==> src/rtl/inv_sbox_seq.sv <==
// Sequential AES inverse S-box: optional inverse affine, then a^254 by square-and-multiply.
// Define INV_SBOX_AFFINE_EN for full InvSubBytes; leave undefined for the plain GF(2^8) inverse.
module inv_sbox_seq (
    input  logic       clk_i,
    input  logic       rst_i,
    input  logic       in_valid_i,
    output logic       in_ready_o,
    input  logic [7:0] in_byte_i,
    output logic       out_valid_o,
    input  logic       out_ready_i,
    output logic [7:0] out_byte_o
);

    localparam logic [1:0] StIdle = 2'd0;
    localparam logic [1:0] StExp  = 2'd1;
    localparam logic [1:0] StDone = 2'd2;

    // Exponent 254 scanned MSB first; bit 0 clear means the last step is a pure square.
    localparam logic [7:0] ExpBits = 8'hFE;

`ifdef INV_SBOX_AFFINE_EN
    localparam logic [7:0] AffineC = 8'h05;
`endif

    logic [1:0] state_q, state_d;
    logic [7:0] a_q, a_d;
    logic [7:0] r_q, r_d;
    logic [2:0] cnt_q, cnt_d;
    logic       out_valid_q, out_valid_d;

    logic [7:0] sq;
    logic [7:0] sq_mul_a;
    logic [7:0] affine_in;

    // Carry-less 8x8 product, then fold bits 14..8 back with x^8+x^4+x^3+x+1.
    function automatic logic [7:0] gf_mul(input logic [7:0] x, input logic [7:0] y);
        logic [14:0] p;
        p = '0;
        for (int i = 0; i < 8; i++) begin
            if (y[i]) begin
                p = p ^ (15'(x) << i);
            end
        end
        for (int k = 14; k >= 8; k--) begin
            if (p[k]) begin
                p = p ^ (15'h011B << (k - 8));
            end
        end
        return p[7:0];
    endfunction

`ifdef INV_SBOX_AFFINE_EN
    function automatic logic [7:0] inv_affine(input logic [7:0] x);
        logic [7:0] b;
        b = '0;
        for (int i = 0; i < 8; i++) begin
            b[i] = x[(i + 2) % 8] ^ x[(i + 5) % 8] ^ x[(i + 7) % 8] ^ AffineC[i];
        end
        return b;
    endfunction
`endif

    always_comb begin
        sq       = gf_mul(r_q, r_q);
        sq_mul_a = gf_mul(sq, a_q);
`ifdef INV_SBOX_AFFINE_EN
        affine_in = inv_affine(in_byte_i);
`else
        affine_in = in_byte_i;
`endif
    end

    assign in_ready_o  = (state_q == StIdle) && !rst_i;
    assign out_valid_o = out_valid_q;
    assign out_byte_o  = r_q;

    always_comb begin
        state_d     = state_q;
        a_d         = a_q;
        r_d         = r_q;
        cnt_d       = cnt_q;
        out_valid_d = out_valid_q;
        case (state_q)
            StIdle: begin
                if (in_valid_i) begin
                    a_d     = affine_in;
                    r_d     = 8'h01;
                    cnt_d   = 3'd7;
                    state_d = StExp;
                end
            end
            StExp: begin
                r_d = ExpBits[cnt_q] ? sq_mul_a : sq;
                if (cnt_q == 3'd0) begin
                    state_d     = StDone;
                    out_valid_d = 1'b1;
                end else begin
                    cnt_d = cnt_q - 3'd1;
                end
            end
            StDone: begin
                // Input is deliberately not looked at here; accept only happens from idle.
                if (out_ready_i) begin
                    state_d     = StIdle;
                    out_valid_d = 1'b0;
                end
            end
            default: begin
                state_d     = StIdle;
                out_valid_d = 1'b0;
            end
        endcase
    end

    always_ff @(posedge clk_i) begin
        if (rst_i) begin
            state_q     <= StIdle;
            a_q         <= 8'h00;
            r_q         <= 8'h00;
            cnt_q       <= 3'd0;
            out_valid_q <= 1'b0;
        end else begin
            state_q     <= state_d;
            a_q         <= a_d;
            r_q         <= r_d;
            cnt_q       <= cnt_d;
            out_valid_q <= out_valid_d;
        end
    end

endmodule

==> config.mk <==
export PLATFORM = sky130hd
export DESIGN_NAME = inv_sbox_seq
export DESIGN_NICKNAME = d
export VERILOG_FILES = /design/src/rtl/inv_sbox_seq.sv
export SDC_FILE = /design/constraint.sdc
export NUM_CORES = 1
export LEC_CHECK = 0
export CAP_MARGIN = 10
export CORE_ASPECT_RATIO = 1.25
export CORE_UTILIZATION = 30
export CTS_BUF_LIST = sky130_fd_sc_hd__clkbuf_2 sky130_fd_sc_hd__clkbuf_4 sky130_fd_sc_hd__clkbuf_8
export DETAILED_ROUTE_END_ITERATION = 7
export GPL_ROUTABILITY_DRIVEN = 0
export HOLD_SLACK_MARGIN = 0.02
export SYNTH_ARGS = -nofsm -noshare
export SYNTH_HDL_FRONTEND = slang
export SYNTH_SLANG_ARGS = --single-unit
export TNS_END_PERCENT = 50
==> constraint.sdc <==
create_clock -name clk_i -period 6.45 [get_ports clk_i]
set_input_delay 0.645 -clock clk_i [delete_from_list [all_inputs] [get_ports clk_i]]
set_output_delay 0.645 -clock clk_i [all_outputs]
set_load 0.02 [all_outputs]
## Yosys cells after proc, flatten, opt, wreduce, memory -nomap -nowiden

Memory sizes are Yosys's and may differ from the RTL's. A register that Yosys moved wholly into a read port is not among the register bits.
Index checks and enable logic that the tools add are counted.

| word-level totals | value |
|---|---|
| register bits | 22 |
| memory bits (read-only) | 8 |
| input port bits | 12 |
| output and inout bits | 10 |
| word-level logic and storage cells | 99 |
| memories kept | 1 |

Memory list:

| name | words | bits a word | rd ports | clocked after memory_dff | write ports | line | RTL |
|---|---|---|---|---|---|---|---|
| (no name shown) | 8 | 1 | 1 | 1 | 0 | 93 | `r_d = ExpBits[cnt_q] ? sq_mul_a : sq;` |

| operators by class | value |
|---|---|
| add/sub/neg operators | 1 |
| order comparisons | 1 |
| equal/unequal tests | 6 |
| multiplexer cells | 46 |
| bitwise operators | 29 |
| reduce and logical (&&, ||, !) cells | 10 |

Operators by type and width:

| cell | count |
|---|---|
| 15-bit two-way mux | 14 |
| 4-bit inverter | 14 |
| 8-bit two-way mux | 6 |
| 15-bit by 10-bit bitwise XOR with 15-bit output | 2 |
| 15-bit by 11-bit bitwise XOR with 15-bit output | 2 |
| 15-bit by 12-bit bitwise XOR with 15-bit output | 2 |
| 15-bit by 13-bit bitwise XOR with 15-bit output | 2 |
| 15-bit by 14-bit bitwise XOR with 15-bit output | 2 |
| 15-bit bitwise XOR | 2 |
| 11-bit two-way mux | 2 |
| 10-bit two-way mux | 2 |
| 9-bit two-way mux | 2 |
| 8-bit by 9-bit bitwise XOR with 9-bit output | 2 |
| 8-bit case mux with 2 select lines | 1 |
| 7-bit two-way mux | 2 |
| 3-bit two-way mux | 4 |
| 6-bit two-way mux | 2 |
| 5-bit two-way mux | 2 |
| 3-bit AND reduction | 3 |
| 2-bit inequality test, second input constant | 4 |
| 2-bit two-way mux | 3 |
| 2-bit case mux with 3 select lines | 1 |
| 3-bit case mux with 2 select lines | 1 |
| 3-bit by 4-bit less-than comparator with 1-bit output, second input constant | 1 |
| other kinds (12) | 15 |

## Depth between registers and ports, before layout

| depth | value |
|---|---|
| depth in word-level cells | 60 |
| mapped depth | 10 |
| gate-level depth less buffers | 8 |

## Worst setup path after synthesis

No wires, ideal clock.

| timing path | value |
|---|---|
| path kind | flip-flop to flip-flop |
| from | register r_q[5] (netlist: out_byte_o[5]) |
| to | register r_q[5] (netlist: out_byte_o[5]) |
| library setup time | 0.088 ns |
| data arrival time | 2.704 ns |
| required time | 6.362 ns |
| path slack | 3.658 ns |
| cell stages (with the launch flop) | 10 |
| path buffers | 1 |
| period minus slack after synthesis | 2.792 ns |
| cells stage by stage | dfxtp_1 > clkbuf_1 > xnor2_1 > a21oi_1 > o22ai_2 > xnor3_1 > xnor2_2 > xor2_2 > xnor3_1 > a311oi_2 |

| on the way | value |
|---|---|
| cells in the longest elaborated chain, start to end | 52 |
| elaborated cells between the ends (all ways) | 57 |
| classes of those cells | mux: 31; bitwise: 26 |

RTL lines:

| what | line | RTL |
|---|---|---|
| start, declared | 27 | `logic [7:0] r_q, r_d;` |
| start signal, assigned | 125 | `r_q <= r_d;` |
| 8-bit two-way mux | 40 | `if (y[i]) begin` |
| 8-bit by 9-bit bitwise XOR with 9-bit output | 41 | `p = p ^ (15'(x) << i);` |
| 15-bit two-way mux | 40 |  |
| 15-bit by 10-bit bitwise XOR with 15-bit output | 41 |  |
| 15-bit two-way mux | 40 |  |
| 15-bit by 11-bit bitwise XOR with 15-bit output | 41 |  |
| 15-bit two-way mux | 40 |  |
| 15-bit by 12-bit bitwise XOR with 15-bit output | 41 |  |
| [... 36 more ...] | n/a |  |
| 9-bit two-way mux | 45 | `if (p[k]) begin` |
| 8-bit two-way mux | 45 |  |
| 4-bit inverter (no source line) | n/a |  |
| 7-bit two-way mux | 45 |  |
| 4-bit inverter (no source line) | n/a |  |
| 6-bit two-way mux | 45 |  |
| 8-bit two-way mux * | 93 |  |
| 8-bit case mux with 2 select lines * | 83 | `case (state_q)` |

Mark *: on every way between the ends. The rest lies on a longest branch, timed or not.
A chain may end at the register's enable or synchronous reset.

## Worst setup path after layout

| timing path | value |
|---|---|
| from | register r_q[6] (netlist: out_byte_o[6]) |
| to | register r_q[5] (netlist: out_byte_o[5]) |

| on the way | value |
|---|---|
| cells in the longest elaborated chain, start to end | 44 |
| elaborated cells between the ends (all ways) | 57 |
| classes of those cells | mux: 31; bitwise: 26 |

RTL lines:

| what | line |
|---|---|
| 15-bit by 10-bit bitwise XOR with 15-bit output | 41 |
| 15-bit two-way mux | 40 |
| 15-bit by 11-bit bitwise XOR with 15-bit output | 41 |
| 15-bit two-way mux | 40 |
| 15-bit by 12-bit bitwise XOR with 15-bit output | 41 |
| 15-bit two-way mux | 40 |
| 15-bit by 13-bit bitwise XOR with 15-bit output | 41 |
| 15-bit two-way mux | 40 |
| [... 28 more ...] | n/a |
| 9-bit two-way mux | 45 |
| 8-bit two-way mux | 45 |
| 4-bit inverter (no source line) | n/a |
| 7-bit two-way mux | 45 |
| 4-bit inverter (no source line) | n/a |
| 6-bit two-way mux | 45 |
| 8-bit two-way mux * | 93 |
| 8-bit case mux with 2 select lines * | 83 |

Marked as above.

==> flow_summary.yaml <==
sta:
  hold_violations: 0
  setup_viol: 0
  finalMaxSlewViolations: 0
  finalCriticalPeriod_ps: 3360
  grt_setup_unrepaired: "false"
  period_share_pct: 52.1
  maxSlewHeadroom_pct: 38.0
  worst_pin_slew_ps: 929
  tns_ps: 0
  finalClockSkew_ps: 2.11
  fmax_mhz: 298
worst_setup_path:
  cp.required_ps: 6610
  endpoint_kind: "register"
  crit_fanout: 23
  cp.arrival_ps: 3520
  critical-path-max-stage-delay_ps: 940
  crit_slowest_cell: "dfxtp_1"
  critical_path_class: "register to register"
  startpoint_type: "register"
  crit_chain: "xor2_2 > mux2i_1 > o22ai_2 > xnor3_1 > xnor2_2 > xor2_2 > xnor3_1 > a311oi_2"
grt:
  grt_max_degree: 24
  grt_pass1_vias: 2158
  antenna_found_initial: 0
  grtUsageTotal_pct: 16.0
  grt_pass1_wl_um: 11300
  grt-ovfl-total: 0
finish:
  fillers: 882
  layout.area.seq_um2: 460
  final_util_pct: 34.0
  fin_cells: 435
  final_nets: 353
  multi_input_area_um2: 1890
  diodes: 0
  drive_gt1_share_pct: 3.25
  area_delta_synth_final_pct: 10.5
synthesis:
  avgSynthCellArea_um2: 7.35
  yosys-top-cells-area: "dfxtp_1, xnor2_1, nand2_1"
  yosysSeqAreaShare_pct: 18.3
  synth_async_sr_flop_share_pct: 0
  yosys_warnings: 0
  yosysTopAreaCellShare_pct: 18.3
  synth_ff_type: "dfxtp_1"
  synthesis.nets: 357
  ys_types: 43
  synth_edf_count: 0
  yosys_register_bits: 23
  yosys.area.top_type: "dfxtp_1"
  syn_area_um2: 2520
  syn-instance-count: 343
floorplanning:
  die_h_um: 104
  fp.dieW_um: 84.0
  row_count: 37
  coreArea_um2: 8190
  dieArea_um2: 8770
  io-pin-count: 22
  initial_core_util_pct: 30.8
drt:
  drcViolationCount: 4
  drtIter0Drc: 163
  wirelength_um: 6950
  final_antenna_net_count: 0
  viasPerCell: 5.35
  vias: 2329
  wire_per_inst_um: 16.0
  drt-pass1-iter-count: 6
clocking:
  cts_root_buffer: "clkbuf_8"
  cts_num_sinks: 23
  cts_tree: "done"
  postCtsHoldBufs: 0
  cts_setup_buffers: 0
  cts_buffers: 3
  clock_path_buffers: 2
  cts-resized-gates: 0
  clk_pin_slew_worst_paths_ps: 80
  insertion_delay_ps: 250
  htreeDepth: 1
job:
  drv_cap: 0
pwr:
  p_per_area_nw_per_um2: 260
  p_leak_nw: 0.984
  vdd_drop_max_uv: 152
placement:
  hpwl_um: 5120
  dp.cells: 431
  io_buffers: 21
worst_hold_path:
  hold_path.class: "register to register"
outcome:
  violations: "design-rule violations"
  status: "complete, but fails checks"
cells by family after synthesis:
group / after synthesis / share of synthesized area [%]
AOI/OAI and AO/OA: 92 / 23.0
xor gates and xnor gates: 64 / 28.2
adders and majority gates: 2 / 0.993
buffers and inverters: 44 / 6.65
DFF: 23 / 18.3
muxes: 11 / 4.37
and+or+nand+nor: 107 / 18.5
metal layers:
| metal | up-vias | track usage, % | share of wire, % |
|---|---|---|---|
| li1 | 1164 | - | - |
| met5 | - | 0 | 0 |
| met3 | 6 | 1.11 | 3.9 |
| met2 | 48 | 28.9 | 51 |
| met4 | 0 | 3.69 | 1.1 |
| met1 | 1111 | 20.7 | 44 |
sequential cells by signal, indices dropped and copies added (netlist names), named ones only:
| register | cells |
|---|---|
| cnt_q | 3 |
| out_byte_o | 8 |
| state_q | 2 |
| out_valid_o | 1 |
| a_q | 8 |
cell usage after synthesis (2+ instances only):
cell type / instances
nand3_1: 6
buf_2: 2
o22ai_1: 4
nor2_1: 13
inv_1: 14
xor2_2: 2
clkbuf_1: 26
xor3_1: 3
o211ai_1: 6
o21ai_0: 14
a21oi_1: 41
nand2_1: 64
buf_1: 2
a22oi_1: 3
or2_2: 2
xnor3_1: 6
a31oi_1: 2
xor2_1: 19
or3_1: 2
o221ai_1: 10
xnor2_1: 33
mux2i_1: 11
ha_1: 2
dfxtp_1: 23
nor3_1: 4
nor2b_1: 7
nand2b_1: 6
layout by cell type, fill, tap and decap left out, types with 3 or more instances in the layout:
cell type,Yosys,routed
nand2b_1,6,6
a21oi_1,41,41
o22ai_1,4,4
a22oi_1,3,3
mux2i_1,11,11
nor2b_1,7,7
xnor3_1,6,6
dfxtp_1,23,23
o21ai_0,14,14
o221ai_1,10,10
xor3_1,3,3
o211ai_1,6,6
inv_1,14,14
nor3_1,4,4
xor2_1,19,19
xnor2_1,33,33
clkbuf_8,0,3
nor2_1,13,13
clkdlybuf4s50_1,0,21
nand3_1,6,6
nand2_1,64,64
worst max-delay path: cells and delay by family, from the launching register on:
family / cells / cell delay (ps)
xor+xnor: 5 / 1690
flops: 1 / 940
compound gates: 2 / 350
mux: 1 / 280
per-stage QoR:
stage	hold slack [ps]	total power, W	setup WS, ps	cell area (um2)
global placement	479	0.000631	3190	2740
floorplan	445	0.000533	3660	2520
finish	505	0.000723	3090	2790
CTS	499	0.000726	3050	2790
detailed placement	484	0.000633	3080	2740
global route	521	0.000772	2840	2790
report_power, final:
part            total, W  leakage, nW  switching [W]  internal [W]
Sequential      0.000227        0.189      0.0000663      0.000160
Combinational   0.000406        0.769       0.000210      0.000196
Clock          0.0000903       0.0262      0.0000422     0.0000481
worst paths after layout:
kind / startpoint / end / slack [ps] / cells past startpoint
setup / recovery: out_byte_o[6]$_SDFFE_PP0P_ / out_byte_o[5]$_SDFFE_PP0P_ / 3090 / 8
hold reg to reg: cnt_q[0]$_SDFFE_PP0P_ / cnt_q[0]$_SDFFE_PP0P_ / 510 / 1
hold / removal: cnt_q[0]$_SDFFE_PP0P_ / cnt_q[0]$_SDFFE_PP0P_ / 510 / 1
setup reg to reg: out_byte_o[6]$_SDFFE_PP0P_ / out_byte_o[5]$_SDFFE_PP0P_ / 3090 / 8
cell type report:
cell class | instances | area share, %
multi-input combinational | 276 | 67.9
timing repair buffer | 21 | 7.55
tap | 97 | 4.36
sequential | 23 | 16.5
inverter | 14 | 1.89
clock buffer | 4 | 1.75
Power figures use the tool's default switching activity.
